--- config.mk ---
export PLATFORM = sky130hd
export DESIGN_NAME = btn_press_decoder
export DESIGN_NICKNAME = d
export VERILOG_FILES = /design/src/rtl/btn_press_decoder.sv
export SDC_FILE = /design/constraint.sdc
export NUM_CORES = 1
export LEC_CHECK = 0
export CORE_MARGIN = 5
export CORE_UTILIZATION = 30
export DETAILED_ROUTE_END_ITERATION = 7
export GPL_TIMING_DRIVEN = 0
export PLACE_DENSITY = 0.48
export SYNTH_ARGS = -nofsm -noshare
export SYNTH_HDL_FRONTEND = slang
export SYNTH_SLANG_ARGS = --single-unit
export TNS_END_PERCENT = 5
--- constraint.sdc ---
create_clock -name clk -period 1.7 [get_ports clk]
set_input_delay 0.34 -clock clk [delete_from_list [all_inputs] [get_ports clk]]
set_output_delay 0.34 -clock clk [all_outputs]
set_load 0.01 [all_outputs]
--- src/rtl/btn_press_decoder.sv ---
// Button press classifier: short, long and double click events
// from a debounced level, plus hold level and saturating press count.
module btn_press_decoder #(
  parameter int unsigned TICK_DIV     = 50000,
  parameter int unsigned LONG_TICKS   = 1000,
  parameter int unsigned DCLICK_TICKS = 300,
  parameter int unsigned CNT_W        = 8
) (
  input  logic             clk,
  input  logic             reset,
  input  logic             db_in,
  input  logic             count_clr,
  output logic             short_pulse,
  output logic             long_pulse,
  output logic             double_pulse,
  output logic             hold,
  output logic [CNT_W-1:0] press_count
);

  localparam int unsigned PW   = (TICK_DIV > 2) ? $clog2(TICK_DIV) : 1;
  localparam int unsigned DMAX = (LONG_TICKS > DCLICK_TICKS)
                               ? LONG_TICKS : DCLICK_TICKS;
  localparam int unsigned DW   = (DMAX > 2) ? $clog2(DMAX) : 1;

  localparam logic [PW-1:0] PRE_LAST  = PW'(TICK_DIV - 1);
  localparam logic [DW-1:0] LONG_LAST = DW'(LONG_TICKS - 1);
  localparam logic [DW-1:0] DCLK_LAST = DW'(DCLICK_TICKS - 1);

  typedef enum logic [2:0] {
    IDLE,
    PRESS1,
    LONG_HOLD,
    GAP,
    PRESS2
  } state_e;

  state_e           state_q, state_d;
  logic [PW-1:0]    presc_q, presc_d;
  logic [DW-1:0]    dur_q, dur_d;
  logic [CNT_W-1:0] cnt_q, cnt_d;
  logic             db_q;
  logic             sp_q, sp_d;
  logic             lp_q, lp_d;
  logic             dp_q, dp_d;
  logic             hold_q, hold_d;

  logic rise, fall, tick;

  assign rise = db_in & ~db_q;
  assign fall = ~db_in & db_q;
  assign tick = (presc_q == PRE_LAST);

  always_comb begin
    state_d = state_q;
    sp_d    = 1'b0;
    lp_d    = 1'b0;
    dp_d    = 1'b0;
    unique case (state_q)
      IDLE: begin
        if (rise) state_d = PRESS1;
      end
      PRESS1: begin
        if (fall) begin
          state_d = GAP;
        end else if (tick && dur_q == LONG_LAST) begin
          state_d = LONG_HOLD;
          lp_d    = 1'b1;
        end
      end
      LONG_HOLD: begin
        if (fall) state_d = IDLE;
      end
      GAP: begin
        if (rise) begin
          state_d = PRESS2;
        end else if (tick && dur_q == DCLK_LAST) begin
          state_d = IDLE;
          sp_d    = 1'b1;
        end
      end
      PRESS2: begin
        // A long second press still settles the first click as short
        if (fall) begin
          state_d = IDLE;
          dp_d    = 1'b1;
        end else if (tick && dur_q == LONG_LAST) begin
          state_d = LONG_HOLD;
          sp_d    = 1'b1;
          lp_d    = 1'b1;
        end
      end
      default: state_d = IDLE;
    endcase
  end

  always_comb begin
    presc_d = tick ? '0 : presc_q + PW'(1);
    dur_d   = dur_q;
    if (state_d != state_q) begin
      dur_d = '0;
    end else if (tick && dur_q != '1) begin
      dur_d = dur_q + DW'(1);
    end
    cnt_d = cnt_q;
    if (count_clr) begin
      cnt_d = '0;
    end else if (rise && cnt_q != '1) begin
      cnt_d = cnt_q + CNT_W'(1);
    end
    hold_d = (state_d == LONG_HOLD);
  end

  always_ff @(posedge clk or posedge reset) begin
    if (reset) begin
      state_q <= IDLE;
      presc_q <= '0;
      dur_q   <= '0;
      cnt_q   <= '0;
      db_q    <= 1'b0;
      sp_q    <= 1'b0;
      lp_q    <= 1'b0;
      dp_q    <= 1'b0;
      hold_q  <= 1'b0;
    end else begin
      state_q <= state_d;
      presc_q <= presc_d;
      dur_q   <= dur_d;
      cnt_q   <= cnt_d;
      db_q    <= db_in;
      sp_q    <= sp_d;
      lp_q    <= lp_d;
      dp_q    <= dp_d;
      hold_q  <= hold_d;
    end
  end

  assign short_pulse  = sp_q;
  assign long_pulse   = lp_q;
  assign double_pulse = dp_q;
  assign hold         = hold_q;
  assign press_count  = cnt_q;

endmodule

Word level (Yosys, flattened, before mapping)
Cells that the tools add are included.

operators by class
  $add $sub $neg = 3
  equal/unequal tests = 11
  multiplexer cells = 21
  bitwise gates (word level) = 4
  reductions and logical operators = 8

operators with widths
  operator                                              number
  two-way mux 3 bit                                     7
  two-way mux 10 bit                                    2
  adder 16 x 1 -> 16 bit, second input constant         1
  equality test 16 bit, second input constant           1
  two-way mux 16 bit                                    1
  two-way mux 8 bit                                     2
  case mux 3 bit (5 select lines)                       1
  adder 10 x 1 -> 10 bit, second input constant         1
  equality test 10 bit, second input constant           1
  equality test 10 x 9 -> 1 bit, second input constant  1
  inequality test 10 bit, second input constant         1
  equality test 3 x 2 -> 1 bit, second input constant   3
  adder 8 x 1 -> 8 bit, second input constant           1
  inequality test 8 bit, second input constant          1
  two-way mux 1 bit                                     7
  logical AND 1 bit                                     4
  nonzero test 2 bit                                    2
  equality test 3 x 1 -> 1 bit, second input constant   1
  equality test 3 bit, second input constant            1
  zero test 3 bit                                       1
  inequality test 3 bit                                 1
  bitwise AND 1 bit                                     2
  inverter 1 bit                                        2
  case mux 1 bit (2 select lines)                       1
  OR reduction 2 bit                                    1

word-level totals
  register bits after elaboration = 42
  bits of input ports = 4
  output and inout port bits = 12
  logic and storage cells = 56

Longest topological paths before layout
  depth after elaboration = 7
  mapped depth = 8
  depth with buffers taken out = 6

Least setup slack after synthesis
Ideal clock, no wire load.

  path kind = register to register
  from = register presc_q[0]
  to = register dur_q[5]
  library setup time = 0.087 ns
  arrival = 1.805 ns
  data required time = 1.613 ns
  setup slack = -0.192 ns
  stages on the path, launching flop included = 8
  buffers on the path = 1
  clock period less this slack = 1.892 ns
  cells stage by stage = dfrtp_1 ha_1 and4b_1 and4_1 clkbuf_4 a21oi_1 o32ai_4 a211oi_2

between the ends
  cells in the longest elaborated chain, start to end = 7
  elaborated cells between the ends (all ways) = 13
  those cells by class = eq/ne (2); mux (7); reduce/logical (4)

RTL lines
  item                                                             line        text
  from (decl)                                                      38          logic [PW-1:0] presc_q, presc_d;
  from (signal assigned)                                           126         presc_q <= presc_d;
  equality test 16 bit *                                           51          assign tick = (presc_q == PRE_LAST);
  logical AND 1 bit (on tied branches)                             65, 86, 76
  two-way mux 3 bit (on tied branches)                             65, 86, 76
  two-way mux 3 bit (on tied branches)                             83, 63, 74
  case mux 3 bit (5 select lines)                                  58          unique case (state_q)
  inequality test 3 bit                                            99          if (state_d != state_q) begin
  two-way mux 10 bit / nonzero test 2 bit (equally long branches)  -
  to (signal assigned)                                             127         dur_q <= dur_d;
  to (decl)                                                        39          logic [DW-1:0] dur_q, dur_d;

Every way passes the cells marked *; elsewhere a longest branch is shown, timed or not.
A chain may end at the register's enable or synchronous reset.

Worst setup path after layout
  from = register dur_q[7]
  to = register dur_q[3]

between the ends
  cells in the longest elaborated chain, start to end = 7
  elaborated cells between the ends (all ways) = 15
  those cells by class = eq/ne (4); mux (7); reduce/logical (4)

RTL lines
  item                                                                          line
  equality test 10 bit / equality test 10 x 9 -> 1 bit (equally long branches)  65, 86, 76
  logical AND 1 bit (on tied branches)                                          65, 86, 76
  two-way mux 3 bit (on tied branches)                                          65, 86, 76
  two-way mux 3 bit (on tied branches)                                          83, 63, 74
  case mux 3 bit (5 select lines)                                               58
  inequality test 3 bit                                                         99
  two-way mux 10 bit / nonzero test 2 bit (equally long branches)               -

Several ways; a longest one is shown, not always the timed one.

==> run summary <==
Port Buf Inserts = 14
Gr usage total = 0.109
#FFs+latches synth = 42
Share of cells above drive strength 1 = 0.286
Clk Latency, worst-skew pair = 0.30 ns
Htree depth = 2
Synthesis-to-layout area growth = 30.2%
Initial antenna violation count = 0
Vias/cell = 4.85
Cell Area, Placed = 2630 um^2
Slowest cell on the critical path = or4b_4
Critical Path Start Type = register
CP endpoint kind = register
Total gr overflow = 0
Final setup vio count = 13
Largest net degree at the start of global routing = 30
Power share of the clock group = 0.253
Rows = 32
Area of the multi-input gates = 1310 um^2
Mean Syn Cell Area = 10.1 um^2
Yosys cell types = 49
Most frequent cell after synthesis = dfrtp_1
Crit-path cells = or4b_4, nor3_4, buf_4, a21oi_2, o32ai_4, clkbuf_16, nor3_1
Failing checks = setup timing
Max Root-Sink Buffers = 2
Post-Syn Instances = 229
Register area share after synthesis = 0.453
Number of global-route vias before repair = 1771
CTS Root Buffer Type = clkbuf_8
Top cell type's share of synthesized area = 0.453
Post-layout minimum cycle time = 1.96 ns
Design area = 3020 um^2
Final Max Tran Viols = 0
Router iterations before antenna repair = 4
Post-synth EDFFs = 0
Routed via count = 1799
Synthesized cell area = 2320 um^2
Status = complete, but fails checks
Combinational power share = 0.355
Post-Syn Nets = 236
Initial core utilization = 0.304
Layout Utilization = 0.395
Setup ws final = -0.258 ns
Worst path required time = 1.88 ns
Drt first-iter violations = 70
Antenna violation net count after detailed routing = 0
Top FF cell, synth = dfrtp_1
Drt drc = 0
CP peak stage delay = 0.55 ns
Total internal power = 1.83 mW
Max_cap viols = 0
Psw = 0.882 mW
# nets final = 275
DR WL met2 = 2460 um
Leading area contributor after synthesis = dfrtp_1
Leakage = 1.26 nW
Fill count = 777
Worst slew pin tran = 0.448 ns
Clock transition at the registers of the reported paths = 0.09 ns
Clk sinks = 42
# IOs = 16
WL met3 = 111 um
Die W = 98.0 um
Final Hold Viols = 0
CP Class = reg2reg
RSZ-0062 raised after global routing = yes
Max-slew headroom = 0.699
Synth Warn # = 0
Reg power frac = 0.393
N_diodes = 0
Met1 Wirelength = 2520 um
Worst-path maximum fanout = 5
DP HPWL = 3420 um
Worst EP arrival = 2.14 ns
Skew final = 0.0130 ns
Power Density = 896 nW/um^2
Ys async rst share = 1.00
Placeable Area = 7650 um^2
CTS tree = built
Max Clk Rate = 511 MHz
Power after layout = 2.71 mW
Die height = 98.0 um
Inserted Clock Buffers = 5
Full die area = 9600 um^2
Placer Congestion = 0.836
Post-Route WL = 5130 um
Wirelength per Cell = 13.8 um
Maximum vdd drop = 443 uV
Sequential cell area = 1060 um^2
Top post-synthesis cells by area = dfrtp_1 (45%), xor2_1 (5.3%), xnor2_1 (4.5%)
Synth top cells by count = dfrtp_1 (42), nor2_1 (24), nand2_1 (17)
Net Sw Frac = 0.326
Crit share post-route = 1.15
First-pass GRT wire length = 8740 um
Tightest Hold Check Type = in2reg
Top routing layer used = met4
-- sequential cells by signal, indices dropped and copies added, names as in the netlist --
| name | flops |
|---|---|
| presc_q | 16 |
| dur_q | 10 |
| press_count | 8 |
| state_q | 3 |
| db_q | 1 |
| double_pulse | 1 |
| hold | 1 |
| long_pulse | 1 |
| short_pulse | 1 |
-- worst max-delay path: cells and delay by family (launching register included) --
family | cells | cell delay [ns]
simple gates | 3 | 0.81
compound gates | 2 | 0.27
buf+inv | 2 | 0.37
flops | 1 | 0.41
-- through the flow --
step,TNS (ns),instances,setup slack (ns),hold slack (ns)
6_report,-2.55,371,-0.258,0.293
5_1_grt,-3.94,371,-0.347,0.300
4_1_cts,-2.70,356,-0.255,0.333
3_5_place_dp,-8.34,346,-0.594,0.483
3_3_place_gp,-34.07,345,-0.618,0.481
2_1_floorplan,-0.952,229,-0.0951,0.371
-- cells in the final DEF (no fill, tap or decap), drive strengths merged, types with 6 or more instances in the layout --
master | netlist | final
nand3 | 9 | 9
dfrtp | 42 | 42
nor2 | 24 | 24
o21ai | 8 | 8
buf | 5 | 23
xor2 | 14 | 14
clkdlybuf4s50 | 0 | 13
inv | 8 | 8
nand4 | 9 | 9
and3 | 8 | 8
a21oi | 6 | 6
nand2 | 17 | 17
xnor2 | 12 | 12
clkbuf | 2 | 9
nor3 | 17 | 17
-- cell type report --
class	instances	share of cell area
tap	102	0.0422
inverter	8	0.00993
clock inverter	1	0.00166
multi-input combinational	172	0.432
sequential	42	0.351
clock buffer	7	0.0286
timing repair buffer	32	0.110
buffer	7	0.0244
-- path summary, 6_finish.rpt --
| check | from | endpoint | slack (ns) | depth (start not counted) |
|---|---|---|---|---|
| max | dur_q[7]$_DFFE_PP0P_ | dur_q[3]$_DFFE_PP0P_ | -0.26 | 7 |
| min | db_in | db_q$_DFF_PP0_ | 0.29 | 1 |
| min in group asynchronous | reset | dur_q[8]$_DFFE_PP0P_ | 0.32 | 2 |
| max in group asynchronous | reset | press_count[4]$_DFFE_PP0P_ | 0.91 | 3 |
| max reg2reg | dur_q[7]$_DFFE_PP0P_ | dur_q[3]$_DFFE_PP0P_ | -0.26 | 7 |
| min reg2reg | presc_q[10]$_DFF_PP0_ | presc_q[10]$_DFF_PP0_ | 0.53 | 1 |
-- metal layers --
layer,GRT usage,up-vias
li1,-,895
met1,0.151,884
met2,0.171,16
met3,0.0200,4
met4,0.0341,0
met5,0,-
-- power groups by stage --
stage | Combinational (mW) | Sequential (mW) | Clock (mW)
2_1_floorplan | 0.541 | 1.08 | 0
3_3_place_gp | 0.682 | 1.08 | 0
3_5_place_dp | 0.685 | 1.08 | 0
4_1_cts | 0.815 | 1.06 | 0.710
5_1_grt | 1.02 | 1.07 | 0.762
6_report | 0.960 | 1.06 | 0.684
-- what timing repair did --
item / in CTS / in global routing
pin swaps: 5 / 11
hold buffers: 0 / 0
cloned: 0 / 1
buffers inserted: 2 / 14
gates resized for setup: 5 / 26
setup endpoints to repair: 18 / 23
-- logic make-up (layout without fill, tap and decap cells) --
kind of cell    Yosys count  count (layout)  share of synthesized area
mux                       4               4                     0.0173
fa+ha+maj                 3               3                     0.0162
compound gates           27              27                     0.0992
xor+xnor                 26              26                     0.0981
flops                    42              42                      0.453
buf+inv                  15              55                     0.0388
simple gates            112             112                      0.278
Power figures use the tool's default switching activity.
